<file path="src/rtl/piso_pkg.sv">
// Shared types and constants for the parallel-in/serial-out controller.
package piso_pkg;

  typedef enum logic [1:0] {
    IDLE  = 2'b00,
    SHIFT = 2'b01,
    DONE  = 2'b10
  } state_e;

  localparam int unsigned DEF_WIDTH        = 8;
  localparam int unsigned DEF_CLKS_PER_BIT = 4;

  // Bit-period counter width, never narrower than one bit.
  function automatic int unsigned cnt_width(input int unsigned clks_per_bit);
    return (clks_per_bit <= 32'd2) ? 32'd1 : 32'($clog2(clks_per_bit));
  endfunction

endpackage

</file>
<file path="src/rtl/piso_shift_dp.sv">
// WIDTH-bit shift register with synchronous clear, parallel load and
// directional shift; peek_c is the bit that reaches the serial end after the next shift.
module piso_shift_dp
  import piso_pkg::*;
#(
  parameter int unsigned WIDTH = DEF_WIDTH
) (
  input  logic             clk,
  input  logic             rst,
  input  logic             clr,
  input  logic             load,
  input  logic             shift_en,
  input  logic             dir,
  input  logic [WIDTH-1:0] din,
  output logic             peek_c
);

  logic [WIDTH-1:0] q;

  // dir=1 shifts toward the MSB end, dir=0 toward the LSB end.
  always_ff @(posedge clk) begin
    if (rst || clr) begin
      q <= '0;
    end else if (load) begin
      q <= din;
    end else if (shift_en) begin
      q <= dir ? {q[WIDTH-2:0], 1'b0} : {1'b0, q[WIDTH-1:1]};
    end
  end

  assign peek_c = dir ? q[WIDTH-2] : q[1];

endmodule

</file>
<file path="src/rtl/piso_ctrl.sv">
// Parallel-in/serial-out sequencer: FSM, bit-period counter and bit index
// driving the shift datapath; every output is registered.
module piso_ctrl
  import piso_pkg::*;
#(
  parameter int unsigned WIDTH        = DEF_WIDTH,
  parameter int unsigned CLKS_PER_BIT = DEF_CLKS_PER_BIT
) (
  input  logic                     clk,
  input  logic                     rst,
  input  logic                     start,
  input  logic                     abort,
  input  logic                     msb_first,
  input  logic [WIDTH-1:0]         din,
  output logic                     sout,
  output logic                     bit_valid,
  output logic [$clog2(WIDTH)-1:0] bit_idx,
  output logic                     busy,
  output logic                     done
);

  localparam int unsigned IW = $clog2(WIDTH);
  localparam int unsigned CW = cnt_width(CLKS_PER_BIT);

  state_e          state_q, state_d;
  logic [CW-1:0]   cnt_q, cnt_d;
  logic [IW-1:0]   idx_d;
  logic            msb_q, msb_d;
  logic            sout_d, bv_d, busy_d, done_d;
  logic            dp_clr, dp_load, dp_shift, peek_c;

  piso_shift_dp #(.WIDTH(WIDTH)) u_dp (
    .clk      (clk),
    .rst      (rst),
    .clr      (dp_clr),
    .load     (dp_load),
    .shift_en (dp_shift),
    .dir      (msb_q),
    .din      (din),
    .peek_c   (peek_c)
  );

  always_ff @(posedge clk) begin
    if (rst) begin
      state_q   <= IDLE;
      cnt_q     <= '0;
      msb_q     <= 1'b0;
      sout      <= 1'b0;
      bit_valid <= 1'b0;
      bit_idx   <= '0;
      busy      <= 1'b0;
      done      <= 1'b0;
    end else begin
      state_q   <= state_d;
      cnt_q     <= cnt_d;
      msb_q     <= msb_d;
      sout      <= sout_d;
      bit_valid <= bv_d;
      bit_idx   <= idx_d;
      busy      <= busy_d;
      done      <= done_d;
    end
  end

  // Next state plus the next value of every registered output.
  always_comb begin
    state_d  = state_q;
    cnt_d    = cnt_q;
    idx_d    = bit_idx;
    msb_d    = msb_q;
    sout_d   = sout;
    bv_d     = 1'b0;
    busy_d   = busy;
    done_d   = 1'b0;
    dp_clr   = 1'b0;
    dp_load  = 1'b0;
    dp_shift = 1'b0;

    unique case (state_q)
      IDLE: begin
        sout_d = 1'b0;
        busy_d = 1'b0;
        if (start && !abort) begin
          dp_load = 1'b1;
          msb_d   = msb_first;
          state_d = SHIFT;
          cnt_d   = '0;
          idx_d   = '0;
          sout_d  = msb_first ? din[WIDTH-1] : din[0];
          bv_d    = 1'b1;
          busy_d  = 1'b1;
        end
      end

      SHIFT: begin
        if (abort) begin
          dp_clr  = 1'b1;
          state_d = IDLE;
          cnt_d   = '0;
          idx_d   = '0;
          sout_d  = 1'b0;
          busy_d  = 1'b0;
        end else if (cnt_q == CW'(CLKS_PER_BIT - 1)) begin
          cnt_d = '0;
          if (bit_idx == IW'(WIDTH - 1)) begin
            dp_clr  = 1'b1;
            state_d = DONE;
            idx_d   = '0;
            sout_d  = 1'b0;
            busy_d  = 1'b0;
            done_d  = 1'b1;
          end else begin
            dp_shift = 1'b1;
            idx_d    = bit_idx + IW'(1);
            sout_d   = peek_c;
            bv_d     = 1'b1;
          end
        end else begin
          cnt_d = cnt_q + CW'(1);
        end
      end

      DONE: begin
        state_d = IDLE;
        sout_d  = 1'b0;
        busy_d  = 1'b0;
      end

      default: begin
        state_d = IDLE;
        sout_d  = 1'b0;
        busy_d  = 1'b0;
      end
    endcase
  end

endmodule

</file>
<file path="config.mk">
export PLATFORM = sky130hd
export DESIGN_NAME = piso_ctrl
export DESIGN_NICKNAME = d
export VERILOG_FILES = /design/src/rtl/piso_pkg.sv /design/src/rtl/piso_shift_dp.sv /design/src/rtl/piso_ctrl.sv
export SDC_FILE = /design/constraint.sdc
export NUM_CORES = 1
export LEC_CHECK = 0
export CAP_MARGIN = 10
export CORE_ASPECT_RATIO = 0.9
export CORE_MARGIN = 2
export CORE_UTILIZATION = 39
export CTS_CLUSTER_DIAMETER = 120
export DETAILED_ROUTE_END_ITERATION = 8
export SLEW_MARGIN = 20
export SYNTH_ARGS = -nofsm -noshare
export SYNTH_HDL_FRONTEND = slang
export SYNTH_SLANG_ARGS = --single-unit
</file>
<file path="constraint.sdc">
create_clock -name clk -period 1.92 [get_ports clk]
set_input_delay 0.384 -clock clk [delete_from_list [all_inputs] [get_ports clk]]
set_output_delay 0.384 -clock clk [all_outputs]
set_load 0.03 [all_outputs]
</file>
==> results.md <==
- WL/cell: 13.3 microns
- P&R area growth vs syn: 25.3%
- Non-filler cells, final: 169
- Largest family of logic cells by synthesized area: simple AND/OR/NAND/NOR gates
- Hold WS: 0.498 ns
- Final core utilization: 52.3%
- Fillers: 246
- Leak: 0.489 nW
- Port Buf Inserts: 19
- CTS Hold Bufs: 0
- Vias/cell: 5.39
- # Post-CTS Setup Buffers: 0
- CTS Buf Count: 3
- Die span in x: 58.6 microns
- Max Root-Sink Buffers: 2
- Setup Slack @ Placement: -0.0646 ns
- Diodes inserted: 0
- Routability Congestion: 0.751
- Largest net degree at the start of global routing: 19
- Setup crit end kind: flop
- Outcome: finished, final reports clean
- Io pins: 20
- Register Area: 402 sq um
- WP data required: 2.14 ns
- Area occupied by multi-input gates: 593 sq um
- Starting DRT DRC Count: 16
- Gr usage total: 15.4%
- CTS sink cnt: 20
- Critical path type: reg -> reg
- Simple-gate share of the synthesized area: 24.5%
- Most frequent cells in the layout: 19 x dfxtp_1, 19 x clkdlybuf4s50_1, 13 x a21oi_1
- CTS tree: built
- Nets: 159
- Die area: 3120 sq um
- DRT Pass-1 Iters: 4
- Final setup vio count: 0
- Detailed Route WL: 2250 microns
- Synth Area in Compound Gates: 17.8%
- Ys Warns: 0
- Share of layout cells above drive strength 1: 12.8%
- Unrepaired setup endpoints after global routing: false
- Post-synth net total: 135
- Post-synthesis adder-cell area fraction: 4.78%
- Yosys cell types: 28
- DRC viols: 0
- Synth Cell Area: 1050 sq um
- CP Launch Type: flop
- Fin crit period: 1.80 ns
- Power Dens Cells: 629 nW/um^2
- Max FO, Critical Path: 17
- DP Cell Count: 165
- Multiplexer share of the synthesized area: 9.56%
- Root Buffer: clkbuf_4
- Grt ovf: 0
- Fin worst setup slack: 0.121 ns
- FP Rows: 17
- Pins over their slew limit: 0
- Arrival time worst endpoint: 2.02 ns
- Post-route clock period utilization: 93.7%
- Syn avg cell area: 8.88 sq um
- Number of global-route vias before repair: 817
- CTS HTree Levels: 1
- Type of the tightest min-delay check: reg -> reg
- First-pass GRT wire length: 3540 microns
- Worst-skew pair later-pin latency: 0.31 ns
- Layout Skew: 0.00368 ns
- Rel. slew slack: 67.4%
- Peak supply drop: 0.319 mV
- Fmax: 556 MHz
- Cells after synthesis: 118
- Final Hold Viols: 0
- Antenna viol nets, final: 0
- Sequential cell area fraction in the yosys report: 38.2%
- MaxCap Viol Count: 0
- Die Height: 53.2 microns
- HPWL after DPL: 1600 microns
- FF+latch count, synth: 20
- Vias: 911
- Synth Area in XOR/XNOR: 0%
- Clk slew on worst S/H paths: 0.12 ns
- Starting density of the core: 41.7%
- Slew of the pin with the lowest slew margin: 0.489 ns
- Initial antenna violation count: 0
- Core footprint: 2510 sq um
-- cells by family after synthesis --
logic type | after synthesis
and+or+nand+nor | 49
AOI/OAI and AO/OA | 28
DFF | 20
muxes | 10
buffers and inverters | 7
adders and majority gates | 4
-- power breakdown --
group | switching (mW) | internal [mW]
sequential | 0.0132 | 0.428
combinational | 0.0612 | 0.0680
clock | 0.139 | 0.116
total | 0.214 | 0.612
-- sequential cells by signal, indices dropped and copies added, names as in the netlist --
| name | flops |
|---|---|
| u_dp.q | 8 |
| bit_idx | 3 |
| cnt_q | 2 |
| state_q | 2 |
| bit_valid | 1 |
| busy | 1 |
| done | 1 |
| msb_q | 1 |
| sout | 1 |
-- cell usage after synthesis --
| cell | n | area share (%) |
|---|---|---|
| a211oi_2 | 1 | 1.2 |
| a21oi_1 | 13 | 6.2 |
| a21oi_2 | 1 | 0.84 |
| a22oi_1 | 1 | 0.72 |
| a311oi_1 | 2 | 1.7 |
| and2_1 | 1 | 0.60 |
| buf_2 | 1 | 0.48 |
| buf_4 | 1 | 0.72 |
| buf_6 | 3 | 3.2 |
| clkbuf_1 | 2 | 0.72 |
| dfxtp_1 | 20 | 38 |
| ha_1 | 4 | 4.8 |
| mux2i_1 | 10 | 9.6 |
| nand2_1 | 12 | 4.3 |
| nand2_2 | 1 | 0.60 |
| nand2b_1 | 9 | 5.4 |
| nand3_1 | 3 | 1.4 |
| nand3b_1 | 2 | 1.4 |
| nor2_1 | 9 | 3.2 |
| nor2b_1 | 1 | 0.60 |
| nor3_1 | 6 | 2.9 |
| nor3b_1 | 2 | 1.4 |
| o211ai_1 | 5 | 3.6 |
| o211ai_2 | 1 | 1.2 |
| o21ai_0 | 2 | 0.96 |
| o21bai_1 | 2 | 1.4 |
| or3b_2 | 2 | 1.7 |
| or4b_1 | 1 | 0.96 |
-- worst max-delay path, cell delays in order, from the launching register on --
cell,delay [ns]
dfxtp_2,0.36
ha_1,0.22
ha_1,0.21
nand3b_1,0.17
a211oi_2,0.24
buf_6,0.19
nor2_1,0.05
a311oi_1,0.26
-- final timing paths --
check,slack (ns),start,depth (start not counted),to
worst max-delay path,0.12,bit_idx[0],7,u_dp.q[7]
worst min-delay path,0.50,busy,2,busy
worst max register to register,0.12,bit_idx[0],7,u_dp.q[7]
worst min register to register,0.50,busy,2,busy
-- what timing repair did --
item / in CTS / in global routing
hold endpoints to repair: 0 / 0
setup endpoints to repair: 0 / 2
gates resized for setup: 0 / 2
-- metal layers --
| layer | up-vias | wire, microns | global-route usage (%) |
|---|---|---|---|
| met5 | - | 0 | 0 |
| met4 | 0 | 31 | 7.95 |
| met3 | 4 | 81 | 2.93 |
| met2 | 17 | 946 | 22.8 |
| met1 | 424 | 1190 | 21.1 |
| li1 | 466 | - | - |
-- metrics by stage --
step | TNS, ns | instance area, sq um | power [mW]
2_1_floorplan | 0 | 1050 | 0.522
3_3_place_gp | -0.0776 | 1270 | 0.576
3_5_place_dp | -0.316 | 1270 | 0.578
4_1_cts | 0 | 1310 | 0.831
5_1_grt | 0 | 1310 | 0.860
6_report | 0 | 1310 | 0.825
-- area by class of cell --
type,instances,area share (%)
Multi-Input combinational cell,91,45.2
Sequential cell,20,30.6
Timing Repair Buffer,26,18.8
Clock buffer,4,2.76
Tap cell,28,2.67
No activity file was read; power rests on OpenSTA's default activity.
